## src/rtl/axis_packetizer_if.sv

```systemverilog
// axis_packetizer_if
//   Bundles the command handshake, the payload stream into the packetizer
//   and the packet stream out to the router.
//   slave  : packetizer side (consumes cmd_* and s_*, produces m_*)
//   master : driver side (produces cmd_* and s_*, consumes m_*)
interface axis_packetizer_if #(
   parameter int DATA_WIDTH    = 32,
   parameter int ID_WIDTH      = 4,
   parameter int MAX_ROUTERS_X = 4,
   parameter int MAX_ROUTERS_Y = 4
);
   localparam int XW = $clog2(MAX_ROUTERS_X);
   localparam int YW = $clog2(MAX_ROUTERS_Y);

   logic                  cmd_valid;
   logic                  cmd_ready;
   logic [XW-1:0]         cmd_x;
   logic [YW-1:0]         cmd_y;
   logic [7:0]            cmd_len;

   logic [DATA_WIDTH-1:0] s_tdata;
   logic                  s_tvalid;
   logic                  s_tready;

   logic [DATA_WIDTH-1:0] m_tdata;
   logic [ID_WIDTH-1:0]   m_tid;
   logic                  m_tlast;
   logic                  m_tvalid;
   logic                  m_tready;

   modport slave (
      input  cmd_valid, cmd_x, cmd_y, cmd_len, s_tdata, s_tvalid, m_tready,
      output cmd_ready, s_tready, m_tdata, m_tid, m_tlast, m_tvalid
   );

   modport master (
      output cmd_valid, cmd_x, cmd_y, cmd_len, s_tdata, s_tvalid, m_tready,
      input  cmd_ready, s_tready, m_tdata, m_tid, m_tlast, m_tvalid
   );
endinterface

```

## src/rtl/axis_packetizer.sv

```systemverilog
// axis_packetizer
//   Turns a command (destination x/y, payload length) plus a payload stream
//   into a router packet: one header beat followed by len+1 payload beats,
//   TLAST on the final payload beat. All m_* outputs come from a single
//   registered slot; full throughput when the router keeps m_tready high.
//
// Ports
//   clk, rst_n   : clock, asynchronous active-low reset
//   bus (slave)  : cmd_valid/cmd_ready/cmd_x/cmd_y/cmd_len command handshake,
//                  s_tdata/s_tvalid/s_tready payload in,
//                  m_tdata/m_tid/m_tlast/m_tvalid/m_tready packet out
//
// Build option
//   PACKETIZER_SRC_COORD_EN : header also carries the local router
//                             coordinates (ROUTER_Y, ROUTER_X) above the
//                             destination; needs DATA_WIDTH >= 4*XW.
//
// state | meaning
// ------+----------------------------------------------------------------
// IDLE  | waiting for a command; payload input blocked
// PAY   | header issued, forwarding payload; cnt_q = beats left minus one
module axis_packetizer #(
   parameter int DATA_WIDTH    = 32,
   parameter int ID_WIDTH      = 4,
   parameter int MAX_ROUTERS_X = 4,
   parameter int MAX_ROUTERS_Y = 4,
   parameter int ROUTER_X      = 0,
   parameter int ROUTER_Y      = 0,
   parameter int HEADER_ID     = 0,
   parameter int DATA_ID       = 1
) (
   input logic               clk,
   input logic               rst_n,
   axis_packetizer_if.slave  bus
);
   localparam int XW = $clog2(MAX_ROUTERS_X);
   localparam int YW = $clog2(MAX_ROUTERS_Y);

   if (XW != YW) begin : g_bad_coord_width
      $error("axis_packetizer: MAX_ROUTERS_X and MAX_ROUTERS_Y must give equal coordinate widths");
   end
`ifdef PACKETIZER_SRC_COORD_EN
   if (DATA_WIDTH < 4*XW) begin : g_bad_data_width
      $error("axis_packetizer: DATA_WIDTH too small for source-coordinate header");
   end
`else
   if (DATA_WIDTH < 2*XW) begin : g_bad_data_width
      $error("axis_packetizer: DATA_WIDTH too small for header");
   end
`endif

   typedef enum logic {
      IDLE = 1'b0,
      PAY  = 1'b1
   } state_e;

   state_e                state_q;
   logic [7:0]            cnt_q;
   logic [DATA_WIDTH-1:0] tdata_q;
   logic [ID_WIDTH-1:0]   tid_q;
   logic                  tlast_q;
   logic                  tvalid_q;
   // Keeps both ready outputs low until the first edge after reset release.
   logic                  run_q;

   logic                  slot_free;
   logic                  cmd_fire;
   logic                  s_fire;
   logic [DATA_WIDTH-1:0] hdr_d;

   assign slot_free     = !tvalid_q || bus.m_tready;
   assign bus.cmd_ready = run_q && (state_q == IDLE) && slot_free;
   assign bus.s_tready  = run_q && (state_q == PAY) && slot_free;
   assign cmd_fire      = bus.cmd_valid && bus.cmd_ready;
   assign s_fire        = bus.s_tvalid && bus.s_tready;

   assign bus.m_tdata   = tdata_q;
   assign bus.m_tid     = tid_q;
   assign bus.m_tlast   = tlast_q;
   assign bus.m_tvalid  = tvalid_q;

   always_comb begin
      hdr_d                = '0;
      hdr_d[YW-1:0]        = bus.cmd_y;
      hdr_d[XW+YW-1:YW]    = bus.cmd_x;
`ifdef PACKETIZER_SRC_COORD_EN
      hdr_d[3*XW-1:2*XW]   = XW'(ROUTER_Y);
      hdr_d[4*XW-1:3*XW]   = XW'(ROUTER_X);
`endif
   end

   always_ff @(posedge clk or negedge rst_n) begin
      if (!rst_n) begin
         state_q  <= IDLE;
         cnt_q    <= '0;
         tdata_q  <= '0;
         tid_q    <= '0;
         tlast_q  <= 1'b0;
         tvalid_q <= 1'b0;
         run_q    <= 1'b0;
      end else begin
         run_q <= 1'b1;
         case (state_q)
            IDLE: begin
               if (cmd_fire) begin
                  tdata_q  <= hdr_d;
                  tid_q    <= ID_WIDTH'(HEADER_ID);
                  tlast_q  <= 1'b0;
                  tvalid_q <= 1'b1;
                  cnt_q    <= bus.cmd_len;
                  state_q  <= PAY;
               end else if (bus.m_tready) begin
                  tvalid_q <= 1'b0;
               end
            end
            PAY: begin
               if (s_fire) begin
                  tdata_q  <= bus.s_tdata;
                  tid_q    <= ID_WIDTH'(DATA_ID);
                  tlast_q  <= (cnt_q == 8'd0);
                  tvalid_q <= 1'b1;
                  // The counter stops at zero on the last beat rather than wrapping.
                  if (cnt_q == 8'd0) begin
                     state_q <= IDLE;
                  end else begin
                     cnt_q <= cnt_q - 8'd1;
                  end
               end else if (bus.m_tready) begin
                  tvalid_q <= 1'b0;
               end
            end
            default: state_q <= IDLE;
         endcase
      end
   end
endmodule
```

## src/flat_wrapper.sv

```systemverilog
// flat-port wrapper written by rule: the top's interface ports become plain ports
module axis_packetizer_flat 
#(
   parameter int DATA_WIDTH    = 32,
   parameter int ID_WIDTH      = 4,
   parameter int MAX_ROUTERS_X = 4,
   parameter int MAX_ROUTERS_Y = 4,
   parameter int ROUTER_X      = 0,
   parameter int ROUTER_Y      = 0,
   parameter int HEADER_ID     = 0,
   parameter int DATA_ID       = 1
)
  (clk, rst_n, bus_cmd_valid, bus_cmd_x, bus_cmd_y, bus_cmd_len, bus_s_tdata, bus_s_tvalid, bus_m_tready, bus_cmd_ready, bus_s_tready, bus_m_tdata, bus_m_tid, bus_m_tlast, bus_m_tvalid);
  axis_packetizer_if #(.DATA_WIDTH(DATA_WIDTH), .ID_WIDTH(ID_WIDTH), .MAX_ROUTERS_X(MAX_ROUTERS_X), .MAX_ROUTERS_Y(MAX_ROUTERS_Y)) bus_i ();
  input logic clk;
  input logic rst_n;
  input wire logic [$bits(bus_i.cmd_valid)-1:0] bus_cmd_valid;
  input wire logic [$bits(bus_i.cmd_x)-1:0] bus_cmd_x;
  input wire logic [$bits(bus_i.cmd_y)-1:0] bus_cmd_y;
  input wire logic [$bits(bus_i.cmd_len)-1:0] bus_cmd_len;
  input wire logic [$bits(bus_i.s_tdata)-1:0] bus_s_tdata;
  input wire logic [$bits(bus_i.s_tvalid)-1:0] bus_s_tvalid;
  input wire logic [$bits(bus_i.m_tready)-1:0] bus_m_tready;
  output wire logic [$bits(bus_i.cmd_ready)-1:0] bus_cmd_ready;
  output wire logic [$bits(bus_i.s_tready)-1:0] bus_s_tready;
  output wire logic [$bits(bus_i.m_tdata)-1:0] bus_m_tdata;
  output wire logic [$bits(bus_i.m_tid)-1:0] bus_m_tid;
  output wire logic [$bits(bus_i.m_tlast)-1:0] bus_m_tlast;
  output wire logic [$bits(bus_i.m_tvalid)-1:0] bus_m_tvalid;
  assign bus_i.cmd_valid = bus_cmd_valid;
  assign bus_i.cmd_x = bus_cmd_x;
  assign bus_i.cmd_y = bus_cmd_y;
  assign bus_i.cmd_len = bus_cmd_len;
  assign bus_i.s_tdata = bus_s_tdata;
  assign bus_i.s_tvalid = bus_s_tvalid;
  assign bus_i.m_tready = bus_m_tready;
  assign bus_cmd_ready = bus_i.cmd_ready;
  assign bus_s_tready = bus_i.s_tready;
  assign bus_m_tdata = bus_i.m_tdata;
  assign bus_m_tid = bus_i.m_tid;
  assign bus_m_tlast = bus_i.m_tlast;
  assign bus_m_tvalid = bus_i.m_tvalid;
  axis_packetizer #(.DATA_WIDTH(DATA_WIDTH), .ID_WIDTH(ID_WIDTH), .MAX_ROUTERS_X(MAX_ROUTERS_X), .MAX_ROUTERS_Y(MAX_ROUTERS_Y), .ROUTER_X(ROUTER_X), .ROUTER_Y(ROUTER_Y), .HEADER_ID(HEADER_ID), .DATA_ID(DATA_ID)) u_core (.clk(clk), .rst_n(rst_n), .bus(bus_i));
endmodule
```

## config.mk

```make
export PLATFORM = sky130hd
export DESIGN_NAME = axis_packetizer_flat
export DESIGN_NICKNAME = d
export VERILOG_FILES = /design/src/rtl/axis_packetizer_if.sv /design/src/rtl/axis_packetizer.sv /design/src/flat_wrapper.sv
export SDC_FILE = /design/constraint.sdc
export NUM_CORES = 1
export LEC_CHECK = 0
export CAP_MARGIN = 0
export CORE_UTILIZATION = 44
export DETAILED_ROUTE_END_ITERATION = 10
export GPL_TIMING_DRIVEN = 0
export HOLD_SLACK_MARGIN = 0.03
export PLACE_DENSITY = 0.95
export RECOVER_POWER = 100
export SYNTH_ARGS = -nofsm -noshare
export SYNTH_HDL_FRONTEND = slang
export SYNTH_SLANG_ARGS = --single-unit
```

## constraint.sdc

```tcl
create_clock -name clk -period 3.6 [get_ports clk]
set_input_delay 0.72 -clock clk [delete_from_list [all_inputs] [get_ports clk]]
set_output_delay 0.72 -clock clk [all_outputs]
set_load 0.03 [all_outputs]
```

==> metrics.yaml <==
finish:
  drive_gt1_frac: 0.0613
  postLayoutCellArea_sq_um: 2900
  antennaDiodeCount: 0
  areaGrowthSynthToFinish_pct: 49.3
  nets: 313
  fillCellCount: 323
floorplanning:
  start_util: 0.472
  die_x_um: 68.5
  io_pins: 89
  die_h_um: 68.5
  dieArea_sq_um: 4690
  core_area_sq_um: 4120
  rows: 23
power_and_ir_drop:
  irDropWorstVdd_mv: 0.444
  power.density_nw_per_um2: 807
  p_leak_nw: 1.38
synth:
  synth-compound-area-share: 0.208
  synthArstFlopShare: 1.00
  synth_top_family_by_area: "compound AO/OA/AOI/OAI gates"
  synth_cell_types: 36
  synth.avg_cell_area_sq_um: 11.6
  syn_inst: 167
  synth_edf_count: 0
  synth_area_sq_um: 1940
  synth_top_area_share: 0.579
  yosys.area_share.xor_xnor: 0
  synthTopCellsByArea: "dfrtp_1 58%, a22o_1 13%, nand2_1 3.5%"
  synth_seq_cells: 45
  synthMuxAreaShare: 0.0257
  synth_fa_ha_area_frac: 0.0129
  synth_commonest_cells: "45 x dfrtp_1, 28 x a22o_1, 18 x nand2_1"
  synthSimpleGateAreaFrac: 0.122
  yosys.area.top_type: "dfrtp_1"
  yosysMostFrequentCell: "dfrtp_1"
  synth_warnings: 0
  synth_top_flop_cell: "dfrtp_1"
  yosysSeqAreaShare: 0.579
setup_path:
  slowest_stage: "dlygate4sd3_1"
  cp-start-kind: "primary input"
  rr_worst_depth: 7
  path_class: "primary input to output port"
  reg2reg_from: "u_core.cnt_q[0]"
  end_kind: "output port"
  worstPathCellList: "dlygate4sd3_1 > nand2b_1 > nand2_1 > nor2_1 > dlygate4sd3_1"
  cp_common_cell: "dlygate4sd3_1"
  cp.arrival_ps: 2380
  crit_buf_inv: 2
  crit_family: "buffers and inverters"
  max_stage_delay_ps: 750
  worstPathMaxFanout: 6
  worstPathRequired_ps: 2880
  worstReg2RegEnd: "u_core.cnt_q[4]"
  r2r_slack_ps: 1310
clock_network:
  cts_tree: "yes"
  clk_pin_slew_ps: 80
  cts_hold_buf: 0
  cts_buffer_depth: 2
  htreeDepth: 2
  cts_sinks: 45
  cts_buffers: 5
  root_buffer: "clkbuf_8"
  post_cts_resized: 0
  cts_setup_buffers: 0
  clock_latency_ps: 290
job:
  maxCapViolations: 0
placement:
  place.gp.congestion: 0.714
  hpwl_um: 3610
  placed_cell_area_sq_um: 2890
  numPortBuffers: 85
sta:
  post-route-period-util: 0.861
  layout_min_cycle_time_ps: 3100
  rsz0062_at_grt: "false"
  relSlewSlack: 0.192
  tns_ps: 0
  fin_skew_ps: 6.01
  worst_pin_slew_ps: 1210
  setup_violations: 0
  final_hold_viol_count: 0
  slew_violations: 0
  max_clock_freq_mhz: 323
global_routing:
  overflow: 0
  grt_max_degree: 25
  grt.total_usage: 0.219
  antenna_found_initial: 0
  grt_pass1_wl_um: 7310
  grt_pass1_vias: 1585
hold_path:
  min_path_cells: 2
  worstHoldEndpoint: "u_core.bus.m_tlast"
  hp-start: "u_core.bus.m_tlast"
  hold_path.class: "flop to flop"
route:
  drt_iter0_drc: 84
  ant_nets: 0
  routed_wl_um: 4800
  firstDrtPassIters: 4
  vias_per_cell: 5.32
  drcViolationCount: 0
  vias: 1653
  wl_per_cell_um: 15.4
run_status:
  outcome: "complete, no violations"
through the flow:
step	std cells	hold slack [ps]	power, mW	util	setup WS [ps]
2_1_floorplan	169	424	1.62	-	1490
5_1_grt	311	510	2.49	0.705	380
3_3_place_gp	304	454	2.12	0.696	626
6_report	311	467	2.34	0.705	501
3_5_place_dp	305	460	2.17	0.702	604
4_1_cts	311	424	2.46	0.720	598
layout by cell type (no fill, tap or decap), types with 3 or more instances in the layout:
cell type and n:
nand2_1 18, clkbuf_1 11, clkdlybuf4s50_1 46, o21ai_0 7
conb_1 4, mux2i_1 5, dfrtp_1 45, nor2_1 10
buf_4 3, and4_1 3, inv_1 3, a22o_1 28
a21oi_1 6, dlygate4sd3_1 38, clkbuf_8 5
layer usage:
| layer | part of all wire | routed length, um | vias to the layer above | GRT usage |
|---|---|---|---|---|
| li1 | - | - | 791 | - |
| met1 | 0.41 | 1990 | 801 | 0.265 |
| met2 | 0.52 | 2490 | 55 | 0.385 |
| met3 | 0.057 | 276 | 6 | 0.0483 |
| met4 | 0.0092 | 44 | 0 | 0.0625 |
| met5 | 0 | 0 | - | 0 |
worst reg2reg max path, cell delays in order, from the launching register on:
cell      delay (ps)
dfrtp_1          390
inv_1             90
ha_1             200
and3_2           210
o21ai_0          630
clkbuf_1         430
o22ai_1          150
a21oi_1          130
cell type report:
cell class	count	area [sq um]	area share
timing repair buffer	86	848	0.292
inverter	4	15.0	0.00517
clock inverter	1	5.00	0.00172
buffer	13	61.3	0.0211
multi-input combinational	107	716	0.247
clock buffer	5	68.8	0.0237
sequential	45	1130	0.388
tap	50	62.6	0.0216
how the worst max path moves through the flow:
stage | cells past startpoint | startpoint | endpoint | slack [ps]
2_1_floorplan | 3 | bus_m_tready | bus_cmd_ready | 1490
3_3_place_gp | 5 | bus_m_tready | bus_cmd_ready | 630
3_5_place_dp | 5 | bus_m_tready | bus_cmd_ready | 600
4_1_cts | 5 | bus_m_tready | bus_cmd_ready | 600
5_1_grt | 5 | bus_m_tready | bus_cmd_ready | 380
6_report | 5 | bus_m_tready | bus_cmd_ready | 500
report_power, final:
| part | total [mW] | switching, mW | internal (mW) |
|---|---|---|---|
| clock | 0.286 | 0.158 | 0.128 |
| combinational | 1.21 | 0.707 | 0.506 |
| sequential | 0.845 | 0.130 | 0.715 |
state kept, by name, summed over array words and instances (netlist names):
register,count
u_core.bus.m_tid,1
u_core.bus.m_tvalid,1
u_core.run_q,1
u_core.cnt_q,8
u_core.bus.m_tlast,1
u_core.bus.m_tdata,32
u_core.state_q,1
cells by family after synthesis:
kind of cell,after synthesis
multiplexers,5
buffers and inverters,17
other,2
AND/OR/NAND/NOR,44
adder cells (fa/ha/maj),2
AO/OA/AOI/OAI,52
flip-flops,45
(Power assumes the default switching activity.)
